==> src/rtl/note_sequencer.sv <==
// note_sequencer: queued note scheduler feeding the sound generator.
// Note commands {note code, waveform, duration} are queued in a circular FIFO.
// Each note plays for its duration, counted in freq ticks. A silence command
// (sound=0, start=1) follows it, then GAP_TICKS silent ticks before the next note.
//
// Ports:
//   clk, rst  system clock, asynchronous active-high reset
//   freq      sampling tick (1-cycle pulse)
//   wr_valid  note write request; accepted when wr_valid & wr_ready
//   wr_ready  FIFO can accept (combinational: not full and no flush)
//   wr_note   {vol[1:0], octave[2:0], tone[2:0]}; octave 0 = silence
//   wr_gen    waveform select
//   wr_dur    note length in freq ticks; 0 plays as 1
//   flush     drop queue, silence output, return to idle
//   sound     note code to the generator (registered)
//   gen       waveform select to the generator (registered)
//   start     1-cycle command strobe; sound/gen valid in the same cycle
//   busy      sequencer not idle or FIFO not empty (registered)
//   count     FIFO occupancy (registered)
module note_sequencer #(
  parameter int unsigned DEPTH     = 8,
  parameter int unsigned DUR_W     = 12,
  parameter int unsigned GAP_TICKS = 16
) (
  input  logic                   clk,
  input  logic                   rst,
  input  logic                   freq,
  input  logic                   wr_valid,
  output logic                   wr_ready,
  input  logic [7:0]             wr_note,
  input  logic [2:0]             wr_gen,
  input  logic [DUR_W-1:0]       wr_dur,
  input  logic                   flush,
  output logic [7:0]             sound,
  output logic [2:0]             gen,
  output logic                   start,
  output logic                   busy,
  output logic [$clog2(DEPTH):0] count
);

  localparam int unsigned PtrW = $clog2(DEPTH);
  localparam int unsigned CntW = PtrW + 1;
  localparam int unsigned GapW = (GAP_TICKS > 1) ? $clog2(GAP_TICKS + 1) : 1;

  typedef enum logic [1:0] {StIdle, StPlay, StGap} state_e;

  state_e            state_q, state_d;
  logic [7:0]        note_mem [DEPTH];
  logic [2:0]        gen_mem  [DEPTH];
  logic [DUR_W-1:0]  dur_mem  [DEPTH];
  logic [PtrW-1:0]   wr_ptr_q, wr_ptr_d, rd_ptr_q, rd_ptr_d;
  logic [CntW-1:0]   count_q, count_d;
  logic [DUR_W-1:0]  dcnt_q, dcnt_d, head_dur;
  logic [GapW-1:0]   gcnt_q, gcnt_d;
  logic [7:0]        sound_q, sound_d;
  logic [2:0]        gen_q, gen_d;
  logic              start_q, start_d;
  logic              busy_q, busy_d;
  logic              wr_fire, pop, note_end;

  assign wr_ready = (count_q < CntW'(DEPTH)) & ~flush;
  assign wr_fire  = wr_valid & wr_ready;
  assign head_dur = (dur_mem[rd_ptr_q] == '0) ? DUR_W'(1) : dur_mem[rd_ptr_q];
  assign note_end = (state_q == StPlay) & freq & (dcnt_q == DUR_W'(1));

  // A pop waits one cycle after any strobe so start never fires in
  // back-to-back cycles (silence followed directly by the next note).
  assign pop = (state_q == StIdle) & (count_q != '0) & ~start_q & ~flush;

  // FIFO bookkeeping
  always_comb begin
    wr_ptr_d = wr_ptr_q;
    rd_ptr_d = rd_ptr_q;
    count_d  = count_q;
    if (flush) begin
      wr_ptr_d = '0;
      rd_ptr_d = '0;
      count_d  = '0;
    end else begin
      if (wr_fire) wr_ptr_d = wr_ptr_q + PtrW'(1);
      if (pop)     rd_ptr_d = rd_ptr_q + PtrW'(1);
      count_d = count_q + CntW'(wr_fire) - CntW'(pop);
    end
  end

  always_ff @(posedge clk) begin
    if (wr_fire) begin
      note_mem[wr_ptr_q] <= wr_note;
      gen_mem[wr_ptr_q]  <= wr_gen;
      dur_mem[wr_ptr_q]  <= wr_dur;
    end
  end

  // Next-state logic
  always_comb begin
    state_d = state_q;
    dcnt_d  = dcnt_q;
    gcnt_d  = gcnt_q;
    if (flush) begin
      state_d = StIdle;
      dcnt_d  = '0;
      gcnt_d  = '0;
    end else begin
      case (state_q)
        StIdle: begin
          if (pop) begin
            state_d = StPlay;
            dcnt_d  = head_dur;
          end
        end
        StPlay: begin
          if (freq) begin
            dcnt_d = dcnt_q - DUR_W'(1);
            if (note_end) begin
              if (GAP_TICKS == 0) begin
                state_d = StIdle;
              end else begin
                state_d = StGap;
                gcnt_d  = GapW'(GAP_TICKS);
              end
            end
          end
        end
        StGap: begin
          if (freq) begin
            gcnt_d = gcnt_q - GapW'(1);
            if (gcnt_q == GapW'(1)) state_d = StIdle;
          end
        end
        default: state_d = StIdle;
      endcase
    end
  end

  // Output next values; sound/gen hold between strobes
  always_comb begin
    sound_d = sound_q;
    gen_d   = gen_q;
    start_d = 1'b0;
    if (flush) begin
      if (state_q == StPlay) begin
        sound_d = '0;
        start_d = 1'b1;
      end
    end else if (pop) begin
      sound_d = note_mem[rd_ptr_q];
      gen_d   = gen_mem[rd_ptr_q];
      start_d = 1'b1;
    end else if (note_end) begin
      sound_d = '0;
      start_d = 1'b1;
    end
    busy_d = (state_d != StIdle) | (count_d != '0);
  end

  // State register
  always_ff @(posedge clk or posedge rst) begin
    if (rst) begin
      state_q  <= StIdle;
      wr_ptr_q <= '0;
      rd_ptr_q <= '0;
      count_q  <= '0;
      dcnt_q   <= '0;
      gcnt_q   <= '0;
      sound_q  <= '0;
      gen_q    <= '0;
      start_q  <= 1'b0;
      busy_q   <= 1'b0;
    end else begin
      state_q  <= state_d;
      wr_ptr_q <= wr_ptr_d;
      rd_ptr_q <= rd_ptr_d;
      count_q  <= count_d;
      dcnt_q   <= dcnt_d;
      gcnt_q   <= gcnt_d;
      sound_q  <= sound_d;
      gen_q    <= gen_d;
      start_q  <= start_d;
      busy_q   <= busy_d;
    end
  end

  assign sound = sound_q;
  assign gen   = gen_q;
  assign start = start_q;
  assign busy  = busy_q;
  assign count = count_q;

endmodule

==> config.mk <==
export PLATFORM = sky130hd
export DESIGN_NAME = note_sequencer
export DESIGN_NICKNAME = d
export VERILOG_FILES = /design/src/rtl/note_sequencer.sv
export SDC_FILE = /design/constraint.sdc
export NUM_CORES = 1
export LEC_CHECK = 0
export ABC_CLOCK_PERIOD_IN_PS = 4400
export BUFFER_PORTS_ARGS = -buffer_cell sky130_fd_sc_hd__buf_2
export CAP_MARGIN = 0
export CORE_ASPECT_RATIO = 0.6
export CORE_MARGIN = 2
export CORE_UTILIZATION = 61
export DETAILED_ROUTE_END_ITERATION = 10
export GPL_TIMING_DRIVEN = 1
export MAX_ROUTING_LAYER = met4
export PLACE_DENSITY = 0.9
export SYNTH_ARGS = -nofsm -noshare
export SYNTH_HDL_FRONTEND = slang
export SYNTH_SLANG_ARGS = --single-unit
==> constraint.sdc <==
create_clock -name clk -period 4.4 [get_ports clk]
set_input_delay 0.66 -clock clk [delete_from_list [all_inputs] [get_ports clk]]
set_output_delay 0.66 -clock clk [all_outputs]
set_load 0.02 [all_outputs]
==> qor.csv <==
metric;value;unit
Max Fclk;329;MHz
H-Tree Depth;1;
Final Slew Violations;0;
PortBufs;45;
vias per cell;6.35;
hold slack final;0.306;ns
grt ovf;0;
vias in the first global route;5127;
fin crit period;3.04;ns
routing usage on met3;0.0450;
Pwr Density;538;nW/um^2
crit path cell chain;inv_1 > ha_1 > nor3b_1 > nor4_2 > nand2b_1 > inv_1 > ha_1 > inv_1 > ha_1 > fa_1 > nor2b_1 > nor3_1 > nand4bb_1;
Arr. time, crit path;3.40;ns
Final Setup Violations;0;
largest cells by area after synthesis;edfxtp_1 (60%), dfrtp_1 (11%), mux4_2 (11%);
most used routing layer;met2;
CP Launch Point;count[3];
setup tns final;0;ns
Cells after Synth;523;
largest fanout on the critical path;6;
CP Launch Type;flop;
die footprint;16200;sq um
TritonCTS clock tree;built;
Root Buffer;clkbuf_16;
worst path required time;4.76;ns
most numerous cell in the Yosys netlist;edfxtp_1;
Max IR drop VDD;0.320;mV
status;complete, no violations;
Post-synth top cells;edfxtp_1 (184), mux4_2 (46), dfrtp_1 (42);
slowest CP cell;nor4_2;
post-DP HPWL;11.8;mm
register bit total from synthesis;226;
first-pass GRT wire length;29.9;mm
Mean Syn Cell Area;17.7;sq um
Warnings, synthesis;0;
CTS resizes;0;
Setup Crit Path Kind;flop to flop;
Clock Tree Buf Depth;3;
chip width;163;um
register area share after synthesis;0.711;
static leakage;3.57;nW
Hold Vio Cnt, Final;0;
unrepaired setup endpoints after global routing;no;
Main synth FF type;edfxtp_1;
critical register-to-register path startpoint;count[3];
Hold-fix buffers, CTS;0;
Core ar.;14600;sq um
element type at the critical path end;flop;
initial core utilization;0.632;
MaxCap Viol Count;0;
Post-synth ARST share;0.186;
DRC;0;
Tightest Pin Transition;1.13;ns
GRT Overall Usage;0.260;
number of synthesized flops with an enable pin;184;
largest area contributor in the synthesized netlist;edfxtp_1;
grt met1 use;0.357;
TritonCTS Buffers;20;
Total Routed Length;19.4;mm
initial antenna violation count;0;
1st-pass router iterations;5;
antenna cells;0;
Clk Latency, worst-skew pair;0.49;ns
Synth cell types;51;
GP Congestion;0.840;
Final ANT Viol Nets;0;
top cell type's share of synthesized area;0.598;
Iteration-0 DRC Markers;659;
Post-Synthesis Cell Area;9250;sq um
routed via count;5028;
total setup buffers inserted after CTS;0;
Worst-path clk slew;0.06;ns
slew margin rel.;0.248;
Clock Sinks;226;
largest net degree at the start of global routing;43;
die span in y;99.4;um
fin crit share;0.690;
wire length per cell;24.5;um
share of layout cells above drive strength 1;0.266;
delay of the slowest critical-path stage;0.51;ns
GRT met2 Usage;0.418;
final net count;621;
I/O Pins;46;
# rows;34;
hold crit path type;input port to asynchronous set/reset pin;
final worst clock skew;0.0101;ns
area delta synth->final;11.8;%
syn_nets;563;
path summary, 6_finish.rpt:
check	to	slack [ns]	depth (start not counted)
worst max-delay path	busy	1.36	13
worst min-delay path	sound[6]	0.31	3
worst max register to register	busy	1.36	13
worst min register to register	sound[0]	0.48	1
max in group asynchronous	rd_ptr_q[0]	3.68	3
min in group clk	gen_mem[0][1]	0.44	1
kinds of logic after synthesis:
kind of cell               Yosys count  synth area share
DFF                                226             0.711
buffers and inverters               40            0.0210
adders and majority gates           12            0.0170
xor gates and xnor gates             6           0.00568
and+or+nand+nor                     99            0.0564
AOI/OAI and AO/OA                   68            0.0474
muxes                               72             0.141
layout make-up:
type	instances	area, sq um
tap	198	248
clock inverter	6	62.6
timing repair buffer	58	323
fill	890	4300
inverter	18	67.6
clock buffer	29	556
multi-input combinational	257	2500
sequential	226	6580
per-layer routing:
| layer | wire, um | share of wire |
|---|---|---|
| met3 | 1490 | 0.077 |
| met2 | 9540 | 0.49 |
| met4 | 350 | 0.018 |
| met5 | 0 | 0 |
| met1 | 7980 | 0.41 |
stage by stage:
stage	power [mW]	std cells	utilization	setup slack, ns	cell area [sq um]
2_1_floorplan	3.54	523	-	1.08	9250
4_1_cts	5.58	792	0.706	1.37	10300
5_1_grt	5.79	792	0.706	1.08	10300
6_report	5.56	792	0.706	1.36	10300
3_5_place_dp	3.90	757	0.664	1.37	9720
3_3_place_gp	3.82	757	0.664	1.53	9720
state kept, by name, indices dropped and copies added, names as in the netlist:
signal	count
note_mem	64
dcnt_q	12
busy	1
rd_ptr_q	3
gen	3
gen_mem	24
sound	8
dur_mem	96
wr_ptr_q	3
count	4
start	1
state_q	2
gcnt_q	5
cell usage in the layout (no fill, tap or decap), types with 13 or more instances in the layout:
cell type	count
edfxtp_1	184
mux4_2	46
buf_2	45
dfrtp_1	40
nor2_1	30
o21ai_0	24
clkbuf_16	21
mux2i_1	18
nand2_1	17
inv_1	17
a21oi_1	14
buf_4	13
where the power goes:
group | switching (mW) | total, mW | internal [mW]
registers | 0.191 | 2.66 | 2.47
logic | 0.685 | 1.22 | 0.537
clock network | 0.731 | 1.67 | 0.941
worst max-delay path: cells and delay by family (launching register included):
kind	cells	cell delay (ns)
buffers and inverters	3	0.21
DFF	1	0.40
adders and majority gates	4	0.98
and+or+nand+nor	6	1.32
Note: power is estimated with default switching activity, not from simulation.
